### config.mk
export PLATFORM = sky130hd
export DESIGN_NAME = mem_port_arbiter_flat
export DESIGN_NICKNAME = d
export VERILOG_FILES = /design/src/rtl/mem_port_arbiter_pkg.sv /design/src/rtl/mem_port_arbiter_if.sv /design/src/rtl/mem_port_arbiter.sv /design/src/flat_wrapper.sv
export SDC_FILE = /design/constraint.sdc
export NUM_CORES = 1
export LEC_CHECK = 0
export ABC_CLOCK_PERIOD_IN_PS = 1450
export BUFFER_PORTS_ARGS = -buffer_cell sky130_fd_sc_hd__buf_2
export CORE_AREA = 2 2 107 109
export DETAILED_ROUTE_END_ITERATION = 6
export DIE_AREA = 0 0 109 111
export GPL_ROUTABILITY_DRIVEN = 0
export PLACE_DENSITY = 0.73
export REMOVE_ABC_BUFFERS = 1
export SLEW_MARGIN = 20
export SYNTH_ARGS = -nofsm -noshare
export SYNTH_HDL_FRONTEND = slang
export SYNTH_SLANG_ARGS = --single-unit
### constraint.sdc
create_clock -name clock -period 1.45 [get_ports clock]
set_input_delay 0.29 -clock clock [delete_from_list [all_inputs] [get_ports clock]]
set_output_delay 0.29 -clock clock [all_outputs]
set_load 0.01 [all_outputs]
### src/rtl/mem_port_arbiter_pkg.sv
// Shared types and constants for the instruction/data memory port arbiter.
package mem_arb_pkg;

    localparam int ADDR_W = 32;
    localparam int DATA_W = 32;
    localparam logic [3:0] FULL_WORD_MASK = 4'b1111;

    typedef enum logic [1:0] {
        IDLE  = 2'd0,
        IBUSY = 2'd1,
        DBUSY = 2'd2
    } arb_state_e;

    typedef enum logic {
        IMEM = 1'b0,
        DMEM = 1'b1
    } grant_e;

endpackage

### src/rtl/mem_port_arbiter_if.sv
// Requester and shared-memory bus bundle; slave is the arbiter's view, master the environment's.
interface mem_port_arbiter_if;
    import mem_arb_pkg::*;

    logic              imem_req;
    logic [ADDR_W-1:0] imem_addr;
    logic              imem_ready;
    logic [DATA_W-1:0] imem_rdata;

    logic              dmem_req;
    logic [ADDR_W-1:0] dmem_addr;
    logic [DATA_W-1:0] dmem_wdata;
    logic              dmem_write;
    logic [3:0]        dmem_size;
    logic              dmem_ready;
    logic [DATA_W-1:0] dmem_rdata;

    logic              mem_valid;
    logic [ADDR_W-1:0] mem_addr;
    logic [DATA_W-1:0] mem_wdata;
    logic              mem_write;
    logic [3:0]        mem_size;
    logic              mem_ready;
    logic [DATA_W-1:0] mem_rdata;

    modport slave (
        input  imem_req, imem_addr,
        input  dmem_req, dmem_addr, dmem_wdata, dmem_write, dmem_size,
        input  mem_ready, mem_rdata,
        output imem_ready, imem_rdata, dmem_ready, dmem_rdata,
        output mem_valid, mem_addr, mem_wdata, mem_write, mem_size
    );

    modport master (
        output imem_req, imem_addr,
        output dmem_req, dmem_addr, dmem_wdata, dmem_write, dmem_size,
        output mem_ready, mem_rdata,
        input  imem_ready, imem_rdata, dmem_ready, dmem_rdata,
        input  mem_valid, mem_addr, mem_wdata, mem_write, mem_size
    );

endinterface

### src/rtl/mem_port_arbiter.sv
// Round-robin arbiter merging an instruction-fetch and a data port onto one memory bus.
// Optional bus-timeout abort is enabled with the MEM_ARB_TIMEOUT_EN macro.
module mem_port_arbiter
    import mem_arb_pkg::*;
#(
    parameter int TIMEOUT_CYCLES = 255
) (
    input  logic              clock,
    input  logic              reset_n,
    mem_port_arbiter_if.slave bus,
    output logic              timeout_err
);

    arb_state_e        state_reg;
    grant_e            last_grant_reg;
    logic              mem_valid_reg;
    logic [ADDR_W-1:0] mem_addr_reg;
    logic [DATA_W-1:0] mem_wdata_reg;
    logic              mem_write_reg;
    logic [3:0]        mem_size_reg;

    logic busy;
    logic grant_i;
    logic grant_d;
    logic timeout_hit;
    logic done;

    // On a tie the port that did not win last time gets the bus.
    always_comb begin
        grant_i = 1'b0;
        grant_d = 1'b0;
        if (state_reg == IDLE) begin
            if (bus.imem_req && (!bus.dmem_req || last_grant_reg == DMEM)) begin
                grant_i = 1'b1;
            end else if (bus.dmem_req) begin
                grant_d = 1'b1;
            end
        end
    end

    assign busy = (state_reg == IBUSY) || (state_reg == DBUSY);
    assign done = busy && (bus.mem_ready || timeout_hit);

`ifdef MEM_ARB_TIMEOUT_EN
    localparam int CNT_W = $clog2(TIMEOUT_CYCLES + 1);

    logic [CNT_W-1:0] timeout_cnt_reg;
    logic             timeout_err_reg;

    assign timeout_hit = busy && !bus.mem_ready && (timeout_cnt_reg >= CNT_W'(TIMEOUT_CYCLES));

    always_ff @(posedge clock or negedge reset_n) begin
        if (!reset_n) begin
            timeout_cnt_reg <= '0;
            timeout_err_reg <= 1'b0;
        end else begin
            if (grant_i || grant_d) begin
                timeout_cnt_reg <= '0;
            end else if (busy && !bus.mem_ready && !timeout_hit) begin
                timeout_cnt_reg <= timeout_cnt_reg + CNT_W'(1);
            end
            if (timeout_hit) begin
                timeout_err_reg <= 1'b1;
            end
        end
    end

    assign timeout_err = timeout_err_reg;
`else
    logic unused_timeout_cfg;

    assign unused_timeout_cfg = (TIMEOUT_CYCLES != 0);
    assign timeout_hit        = 1'b0;
    assign timeout_err        = 1'b0;
`endif

    // Request fields are captured only at grant, so requester inputs may wander while busy.
    always_ff @(posedge clock or negedge reset_n) begin
        if (!reset_n) begin
            state_reg      <= IDLE;
            last_grant_reg <= DMEM;
            mem_valid_reg  <= 1'b0;
            mem_addr_reg   <= '0;
            mem_wdata_reg  <= '0;
            mem_write_reg  <= 1'b0;
            mem_size_reg   <= 4'b0000;
        end else begin
            case (state_reg)
                IDLE: begin
                    if (grant_i) begin
                        state_reg      <= IBUSY;
                        last_grant_reg <= IMEM;
                        mem_valid_reg  <= 1'b1;
                        mem_addr_reg   <= bus.imem_addr;
                        mem_wdata_reg  <= '0;
                        mem_write_reg  <= 1'b0;
                        mem_size_reg   <= FULL_WORD_MASK;
                    end else if (grant_d) begin
                        state_reg      <= DBUSY;
                        last_grant_reg <= DMEM;
                        mem_valid_reg  <= 1'b1;
                        mem_addr_reg   <= bus.dmem_addr;
                        mem_wdata_reg  <= bus.dmem_wdata;
                        mem_write_reg  <= bus.dmem_write;
                        mem_size_reg   <= bus.dmem_size;
                    end
                end
                IBUSY, DBUSY: begin
                    if (done) begin
                        state_reg     <= IDLE;
                        mem_valid_reg <= 1'b0;
                    end
                end
                default: begin
                    state_reg     <= IDLE;
                    mem_valid_reg <= 1'b0;
                end
            endcase
        end
    end

    assign bus.mem_valid = mem_valid_reg;
    assign bus.mem_addr  = mem_addr_reg;
    assign bus.mem_wdata = mem_wdata_reg;
    assign bus.mem_write = mem_write_reg;
    assign bus.mem_size  = mem_size_reg;

    // A timeout completion returns zero data because mem_ready is low in that cycle.
    assign bus.imem_ready = (state_reg == IBUSY) && done;
    assign bus.dmem_ready = (state_reg == DBUSY) && done;
    assign bus.imem_rdata = ((state_reg == IBUSY) && bus.mem_ready) ? bus.mem_rdata : '0;
    assign bus.dmem_rdata = ((state_reg == DBUSY) && bus.mem_ready) ? bus.mem_rdata : '0;

endmodule

### src/flat_wrapper.sv
// flat-port wrapper written by rule: the top's interface ports become plain ports
module mem_port_arbiter_flat import mem_arb_pkg::*;
#(
    parameter int TIMEOUT_CYCLES = 255
)
  (clock, reset_n, timeout_err, bus_imem_req, bus_imem_addr, bus_dmem_req, bus_dmem_addr, bus_dmem_wdata, bus_dmem_write, bus_dmem_size, bus_mem_ready, bus_mem_rdata, bus_imem_ready, bus_imem_rdata, bus_dmem_ready, bus_dmem_rdata, bus_mem_valid, bus_mem_addr, bus_mem_wdata, bus_mem_write, bus_mem_size);
  mem_port_arbiter_if bus_i ();
  input  logic clock;
  input  logic reset_n;
  output logic timeout_err;
  input wire logic [$bits(bus_i.imem_req)-1:0] bus_imem_req;
  input wire logic [$bits(bus_i.imem_addr)-1:0] bus_imem_addr;
  input wire logic [$bits(bus_i.dmem_req)-1:0] bus_dmem_req;
  input wire logic [$bits(bus_i.dmem_addr)-1:0] bus_dmem_addr;
  input wire logic [$bits(bus_i.dmem_wdata)-1:0] bus_dmem_wdata;
  input wire logic [$bits(bus_i.dmem_write)-1:0] bus_dmem_write;
  input wire logic [$bits(bus_i.dmem_size)-1:0] bus_dmem_size;
  input wire logic [$bits(bus_i.mem_ready)-1:0] bus_mem_ready;
  input wire logic [$bits(bus_i.mem_rdata)-1:0] bus_mem_rdata;
  output wire logic [$bits(bus_i.imem_ready)-1:0] bus_imem_ready;
  output wire logic [$bits(bus_i.imem_rdata)-1:0] bus_imem_rdata;
  output wire logic [$bits(bus_i.dmem_ready)-1:0] bus_dmem_ready;
  output wire logic [$bits(bus_i.dmem_rdata)-1:0] bus_dmem_rdata;
  output wire logic [$bits(bus_i.mem_valid)-1:0] bus_mem_valid;
  output wire logic [$bits(bus_i.mem_addr)-1:0] bus_mem_addr;
  output wire logic [$bits(bus_i.mem_wdata)-1:0] bus_mem_wdata;
  output wire logic [$bits(bus_i.mem_write)-1:0] bus_mem_write;
  output wire logic [$bits(bus_i.mem_size)-1:0] bus_mem_size;
  assign bus_i.imem_req = bus_imem_req;
  assign bus_i.imem_addr = bus_imem_addr;
  assign bus_i.dmem_req = bus_dmem_req;
  assign bus_i.dmem_addr = bus_dmem_addr;
  assign bus_i.dmem_wdata = bus_dmem_wdata;
  assign bus_i.dmem_write = bus_dmem_write;
  assign bus_i.dmem_size = bus_dmem_size;
  assign bus_i.mem_ready = bus_mem_ready;
  assign bus_i.mem_rdata = bus_mem_rdata;
  assign bus_imem_ready = bus_i.imem_ready;
  assign bus_imem_rdata = bus_i.imem_rdata;
  assign bus_dmem_ready = bus_i.dmem_ready;
  assign bus_dmem_rdata = bus_i.dmem_rdata;
  assign bus_mem_valid = bus_i.mem_valid;
  assign bus_mem_addr = bus_i.mem_addr;
  assign bus_mem_wdata = bus_i.mem_wdata;
  assign bus_mem_write = bus_i.mem_write;
  assign bus_mem_size = bus_i.mem_size;
  mem_port_arbiter #(.TIMEOUT_CYCLES(TIMEOUT_CYCLES)) u_core (.clock(clock), .reset_n(reset_n), .bus(bus_i), .timeout_err(timeout_err));
endmodule
==> out/metrics.cfg, run 1 <==
[floorplanning]
die_x_um=109
die_area_mm2=0.0121
rows=39
start_util_pct=32.8
core_area_mm2=0.0111
ioPinCount=275
die_h_um=111

[run_status]
violations=negative setup slack
status=complete, but fails checks

[final_layout]
area_growth_pct=78.8
multi_input_area_mm2=0.00199
regArea_mm2=0.00183
instances_no_fill=816
final.fill_count=922
drive_above_1_share_pct=62.4
num-nets-final=809
diodes=0

[detailed_routing]
num_vias=4309
first_pass_iters=4
viasPerCell=5.28
finalWirelength_um=15600
drc=0
routedWlPerCell_um=19.2
drtAntennaViolNets=0
dr.first_iter.drc_count=308

[setup_path]
reg2reg_slack_ps=-180
crit_fanout=17
cp_num_buf_inv=3
reg2reg_to=u_core.bus.mem_addr[26]
timing.rr.start=u_core.state_reg[0]
arrival_ps=1490
slowest_delay_ps=400
required_ps=1160
path_cells=buf_6, ha_4, buf_12, and3_1, buf_2
crit_family=buffers and inverters
critPathKind=register to output pin
cp_slowest_cell=dfrtp_1
reg2reg_depth=9
endpoint_kind=output pin
start_kind=register

[power_and_ir_drop]
p_per_area_mw_per_mm2=2140
peakVddDrop_mv=1.13
p_leak_nw=3.55
power_mw=13.9

[placed_design]
dp_slack_ps=-107
dp.cells=772
port_buffers=273
dp_hpwl_um=9950

[yosys]
synthArstFlopShare_pct=100
synth_edf_count=0
ys_top_cells_by_count=dfrtp_1, and3_1, nand2_1, a21oi_1, a22o_1
netlist.area_leader.share_pct=49.6
yosysMostFrequentCell=dfrtp_1
yosysTopAreaCell=dfrtp_1
syn_area_mm2=0.00364
synth_area_per_cell_um2=9.72
ys_seq_elements=73
synthFlopType=dfrtp_1
yosys-top-cells-area=dfrtp_1, and3_1, a22o_1, a22oi_1, a21oi_1
ys_seq_area_share_pct=50.3
synth_cell_types=25
ys_warn_count=0
synth_cells=374

[sta]
fin_skew_ps=6.21
finalHoldViolations=0
fin_ws_ps=-325
holdWs_ps=186
grt_setup_unrepaired=true
setup_viol=135
fmax_ghz=0.563
fin_crit_sh_pct=122
fin_crit_ps=1780
maxSlewViolCount=0
fin_tns_setup_ps=-24980

[clock_tree]
cts_max_level=3
clk_latency_ps=330
cts_tree=yes
cts_num_sinks=73
cts_buffers=9
clockBufferDepth=2
clock-root-buffer=clkbuf_16
clkTransAtPathRegs_ps=60

[grt]
grt_first_pass_wirelength_um=22200
antenna_found_initial=0
grt_usage_pct=24.1
grt-ovfl-total=0
grt_max_degree=68
grt_pass1_vias=4115

[hold_path]
hold_depth=2
min_from=bus_dmem_wdata[28]
whs_endpoint=u_core.bus.mem_wdata[28]
hold_path_class=primary input to register

[job]
cap_viol_max_count=0

-- per-layer routing --
metal	track usage (%)	share of wire, %
met1	31.1	42
met2	40.3	50
met3	4.76	6.3
met4	7.18	1.8
met5	0	0
-- cell families after synthesis --
kind of cell               Yosys count  synth area share, %
AOI/OAI and AO/OA                  142                 26.3
adders and majority gates            3                 1.03
buffers and inverters               47                 6.30
DFF                                 73                 50.3
other                                1                0.103
and+or+nand+nor                    108                 16.0
-- through the flow --
step / util (%) / instance area (um2)
global placement: 47.7 / 5290
floorplan: - / 3420
CTS: 55.9 / 6190
detailed placement: 47.7 / 5290
finish: 58.7 / 6500
global route: 58.7 / 6500
-- report_power, final --
part	internal, mW	total [mW]	switching (mW)
clock	1.16	2.03	0.871
sequential	3.09	3.73	0.637
combinational	4.09	8.18	4.09
total	8.34	13.9	5.60
-- area by class of cell --
cell class,instances,share of cell area [%]
well taps,143,2.75
repair buffers,324,34.1
flip-flops and latches,73,28.1
inverters,3,0.289
multi-input cells,257,30.6
clock buffers,10,3.52
clock inverters,6,0.654
-- placed cells by master (no fill, tap or decap), types with 3 or more instances in the layout --
master / netlist / routed
a22oi_2: 0 / 32
a21oi_1: 34 / 10
buf_12: 0 / 15
ha_4: 0 / 3
a22o_1: 33 / 33
a21oi_4: 0 / 4
buf_6: 3 / 12
and2_4: 0 / 5
buf_4: 2 / 12
nand2_1: 37 / 32
dfrtp_1: 72 / 71
o21ai_1: 10 / 32
buf_2: 18 / 271
o22a_1: 4 / 4
a21oi_2: 0 / 20
buf_16: 0 / 7
nand2_2: 0 / 3
clkbuf_16: 0 / 13
and3_1: 65 / 64
-- what timing repair did --
action / 4_1_cts / 5_1_grt
gates cloned: 10 / 8
setup endpoints to repair: 100 / 138
gates resized for setup: 90 / 63
hold buffers: 1 / 0
endpoints found under the hold margin: 23 / 0
buffers inserted: 6 / 10
pin swaps: 39 / 39
-- how the worst max path moves through the flow --
stage / from / to / slack (ps) / cells after the start
6_report: u_core.state_reg[0] / bus_imem_rdata[13] / -330 / 5
5_1_grt: u_core.state_reg[0] / bus_dmem_rdata[6] / -380 / 5
4_1_cts: u_core.state_reg[1] / bus_imem_rdata[13] / -350 / 5
3_5_place_dp: u_core.state_reg[1] / u_core.bus.mem_addr[4] / -110 / 6
3_3_place_gp: u_core.state_reg[0] / bus_imem_rdata[0] / 1 / 5
2_1_floorplan: u_core.state_reg[0] / u_core.bus.mem_wdata[0] / -1570 / 4
No activity file was read; power rests on OpenSTA's default activity.
==> inputs of run 2 (changes only) <==
- SETUP_SLACK_MARGIN: default -> 0.5
==> out/metrics.cfg, run 2 (synthesis gave the netlist of run 1 again) <==
[run_status]
status=complete, but fails checks  ; unchanged
violations=negative hold slack, negative setup slack  ; was negative setup slack

[setup_path]
required_ps=1160  ; about the same
endpoint_kind=output pin  ; unchanged
arrival_ps=1510  ; was 1490 ps
start_kind=register  ; unchanged
crit_fanout=16  ; was 17
critPathKind=register to output pin  ; unchanged

[grt]
grt_first_pass_wirelength_um=24200  ; was 22200 um
grt_pass1_vias=4465  ; was 4115
antenna_found_initial=0  ; unchanged
grt_usage_pct=26.4  ; was 24.1%
grt_max_degree=68  ; unchanged
grt-ovfl-total=0  ; unchanged

[final_layout]
diodes=0  ; unchanged
mostFrequentLayoutCells=buf_2, dfrtp_1, and3_1  ; unchanged
instances_no_fill=877  ; was 816
final_common_cell=buf_2  ; unchanged
drive_above_1_share_pct=68.7  ; was 62.4%
area_growth_pct=104  ; was 78.8%
num-nets-final=870  ; was 809
fin_util_pct=66.9  ; was 58.7%

[placed_design]
dp.cells=772  ; unchanged
dp_hpwl_um=9950  ; unchanged
port_buffers=273  ; unchanged

[clock_tree]
cts_num_sinks=73  ; unchanged
cts_buffers=9  ; unchanged
cts_max_level=3  ; unchanged
clkTransAtPathRegs_ps=60  ; about the same
clock-root-buffer=clkbuf_16  ; unchanged
clockBufferDepth=2  ; unchanged
cts_tree=yes  ; unchanged
clk_latency_ps=330  ; about the same

[job]
cap_viol_max_count=0  ; unchanged

[detailed_routing]
finalWirelength_um=17700  ; was 15600 um
routedWlPerCell_um=20.2  ; was 19.2 um
viasPerCell=5.34  ; was 5.28
first_pass_iters=5  ; was 4
drc=0  ; unchanged
num_vias=4679  ; was 4309
drtAntennaViolNets=0  ; unchanged
dr.first_iter.drc_count=440  ; was 308

[sta]
fin_crit_ps=1800  ; was 1780 ps
fin_ws_ps=-350  ; was -325 ps
grt_setup_unrepaired=true  ; unchanged
holdWs_ps=-123  ; was 186 ps
fin_skew_ps=6.08  ; was 6.21 ps
maxSlewViolCount=0  ; unchanged
fmax_ghz=0.556  ; was 0.563 GHz
fin_tns_setup_ps=-35880  ; was -24980 ps
finalHoldViolations=23  ; was 0
fin_crit_sh_pct=124  ; was 122%
setup_viol=138  ; was 135

[floorplanning]
start_util_pct=32.8  ; unchanged
core_area_mm2=0.0111  ; unchanged
die_h_um=111  ; unchanged
die_x_um=109  ; unchanged
rows=39  ; unchanged
ioPinCount=275  ; unchanged
die_area_mm2=0.0121  ; unchanged

[power_and_ir_drop]
peakVddDrop_mv=1.32  ; was 1.13 mV
p_per_area_mw_per_mm2=2250  ; was 2140 mW/mm2
p_leak_nw=4.01  ; was 3.55 nW

[hold_path]
hold_path_class=primary input to async pin  ; was primary input to register

-- run 2: cell types whose count changed in the layout (fill, tap and decap cells not counted), moves of 5 or more --
cell,delta
o21ai_2,+6
a21oi_1,-6
nand2_2,+6
buf_16,+10
a21oi_2,+5
buf_2,-18
o21ai_1,-7
buf_6,+27
buf_4,+43
nand2_1,-10
-- run 2: report_power, final --
| group | internal [mW] | switching, mW |
|---|---|---|
| clock network | 1.16 | 0.879 |
| logic | 5.96 | 4.88 |
| registers | 3.09 | 0.734 |
| total | 10.2 | 6.50 |
-- run 2: critical path, stage by stage, from the launching register on --
cell     delay (ps)
dfrtp_1         410
inv_2           110
ha_4            210
buf_16          160
and3_1          150
buf_2           130
-- run 2: stage by stage --
step / setup slack (ps) / power [mW] / cell area [um2]
after CTS: -348 / 14.9 / 6850
after floorplan: -1570 / 6.42 / 3420
after detailed placement: -107 / 9.28 / 5290
final: -350 / 16.7 / 7420
after global routing: -388 / 17.5 / 7420
after global placement: 1.49 / 9.12 / 5290
-- run 2: final timing paths --
path | depth (start not counted) | endpoint | slack (ps) | from
setup / recovery | 5 | bus_dmem_rdata[14] | -350 | u_core.state_reg[0]
hold / removal | 1 | u_core.bus.mem_wdata[28] | -120 | reset_n
setup reg to reg | 9 | u_core.bus.mem_wdata[18] | -280 | u_core.state_reg[0]
hold reg to reg | 2 | u_core.bus.mem_addr[25] | 490 | u_core.bus.mem_addr[25]
max in group asynchronous | 2 | u_core.bus.mem_wdata[22] | 1050 | reset_n
min in group clock | 2 | u_core.bus.mem_wdata[12] | 180 | bus_dmem_wdata[12]
-- run 2: layout make-up --
| type | count | area (um2) |
|---|---|---|
| clock inverter | 6 | 42.5 |
| multi-input combinational | 254 | 2060 |
| clock buffer | 10 | 229 |
| fill | 799 | 3660 |
| sequential | 73 | 1830 |
| inverter | 3 | 26.3 |
| tap | 143 | 179 |
| timing repair buffer | 388 | 3050 |
-- run 2: routing by layer --
layer,up-vias,share of wire (%),track usage (%)
met2,242,50,42.6
met3,61,6.1,5.70
met1,2278,40,34.2
met5,-,0,0
met4,0,3.5,10.1
li1,2098,-,-
-- run 2: what timing repair did --
action	in CTS	in global routing
gates cloned	17	3
hold endpoints to repair	23	23
gates resized for setup	152	62
setup endpoints to repair	209	209
setup buffers	39	30
pin swaps	65	23
==> inputs of run 3 (changes only) <==
- SKIP_CTS_REPAIR_TIMING: default -> 1
- SKIP_LAST_GASP: default -> 1
==> out/metrics.cfg, run 3 (synthesis gave the netlist of run 1 again) <==
[run_status]
status=complete, but fails checks  ; unchanged
violations=negative hold slack, negative setup slack  ; unchanged

[sta]
fin_crit_ps=1790  ; was 1800 ps
fin_skew_ps=8.53  ; was 6.08 ps
grt_setup_unrepaired=true  ; unchanged
fin_crit_sh_pct=123  ; was 124%
holdWs_ps=-131  ; was -123 ps
fmax_ghz=0.559  ; was 0.556 GHz
finalHoldViolations=23  ; unchanged
setup_viol=131  ; was 138
fin_tns_setup_ps=-24890  ; was -35880 ps
maxSlewViolCount=0  ; unchanged
fin_ws_ps=-338  ; was -350 ps

[setup_path]
endpoint_kind=output pin  ; unchanged
critPathKind=register to output pin  ; unchanged
slowest_delay_ps=430  ; was 410 ps
arrival_ps=1500  ; was 1510 ps
required_ps=1160  ; about the same
start_kind=register  ; unchanged
crit_fanout=16  ; unchanged
path_cells=inv_2, ha_4, clkbuf_16, and3_1, buf_2  ; was inv_2, ha_4, buf_16, and3_1, buf_2
cp_slowest_cell=dfrtp_1  ; unchanged

[hold_path]
hold_path_class=primary input to async pin  ; unchanged

[clock_tree]
clock-root-buffer=clkbuf_16  ; unchanged
cts_num_sinks=73  ; unchanged
clockBufferDepth=2  ; unchanged
cts_buffers=9  ; unchanged
clk_latency_ps=340  ; was 330 ps
cts_max_level=3  ; unchanged
clkTransAtPathRegs_ps=60  ; about the same
cts_tree=yes  ; unchanged

[floorplanning]
die_area_mm2=0.0121  ; unchanged
rows=39  ; unchanged
ioPinCount=275  ; unchanged
start_util_pct=32.8  ; unchanged
die_x_um=109  ; unchanged
die_h_um=111  ; unchanged
core_area_mm2=0.0111  ; unchanged

[grt]
grt_pass1_vias=3787  ; was 4465
grt_usage_pct=21.1  ; was 26.4%
grt_max_degree=68  ; unchanged
grt-ovfl-total=0  ; unchanged
grt_first_pass_wirelength_um=19800  ; was 24200 um
antenna_found_initial=2  ; was 0

[placed_design]
dp_slack_ps=-107  ; unchanged
dpl-instance-area_mm2=0.00529  ; unchanged
port_buffers=273  ; unchanged
dp.cells=772  ; unchanged
dp_hpwl_um=9950  ; unchanged

[final_layout]
final_common_cell=buf_2  ; unchanged
fin_util_pct=60.9  ; was 66.9%
postLayoutCellArea_mm2=0.00675  ; was 0.00742 mm2
instances_no_fill=845  ; was 877
area_growth_pct=85.6  ; was 104%
drive_above_1_share_pct=63.3  ; was 68.7%
num-nets-final=836  ; was 870
mostFrequentLayoutCells=buf_2, dfrtp_1, and3_1  ; unchanged

[detailed_routing]
drc=0  ; unchanged
num_vias=4434  ; was 4679
finalWirelength_um=15900  ; was 17700 um
dr.first_iter.drc_count=376  ; was 440
first_pass_iters=5  ; unchanged
viasPerCell=5.25  ; was 5.34
drtAntennaViolNets=0  ; unchanged
routedWlPerCell_um=18.9  ; was 20.2 um

[power_and_ir_drop]
p_leak_nw=3.75  ; was 4.01 nW
peakVddDrop_mv=1.19  ; was 1.32 mV
power_mw=14.9  ; was 16.7 mW
p_per_area_mw_per_mm2=2210  ; was 2250 mW/mm2

[job]
cap_viol_max_count=0  ; unchanged

## run 3: cell count changes in the layout (fill, tap and decap cells not counted), moves of 2 or more
cell       change
a21oi_1       +22
a21oi_2       -18
buf_16        -17
buf_6         -14
buf_4         -13
clkbuf_16      +9
a21oi_4        -4
a22oi_1        +4
a22oi_2        -4
buf_2          +3
buf_12         -2
diode_2        +2
## run 3: final timing paths
check / startpoint / to / slack [ps] / depth (start not counted)
setup / recovery: u_core.state_reg[1] / bus_imem_rdata[0] / -340 / 5
hold / removal: reset_n / u_core.bus.mem_wdata[28] / -130 / 1
setup reg to reg: u_core.state_reg[1] / u_core.bus.mem_addr[13] / -140 / 8
hold reg to reg: u_core.bus.mem_addr[27] / u_core.bus.mem_addr[27] / 490 / 2
max in group asynchronous: reset_n / u_core.bus.mem_wdata[19] / 1060 / 2
min in group clock: bus_dmem_wdata[12] / u_core.bus.mem_wdata[12] / 170 / 2
## run 3: routing by layer
layer	vias to the layer above	GRT usage, %	wire [um]
li1	2015	-	-
met1	2174	26.8	6510
met2	203	35.4	7950
met3	42	4.59	1040
met4	0	7.01	431
met5	-	0	0
## run 3: area by class of cell
type                       count  area [um2]
antenna                        2        5.00
multi-input combinational    254        1930
timing repair buffer         354        2520
inverter                       3        13.8
clock inverter                 6        42.5
clock buffer                  10         229
fill                         890        4330
sequential                    73        1830
tap                          143         179
## run 3: power breakdown
group          internal [mW]  total (mW)  switching (mW)
Clock                   1.16        2.04           0.882
Combinational           4.82        9.08            4.26
Sequential              3.09        3.79           0.699
Total                   9.06        14.9            5.85
## run 3: critical path, delay by kind of cell, from the launching register on
family	cells	cell delay (ps)
AND/OR/NAND/NOR	1	150
buffers and inverters	3	400
flip-flops	1	430
adder cells (fa/ha/maj)	1	170
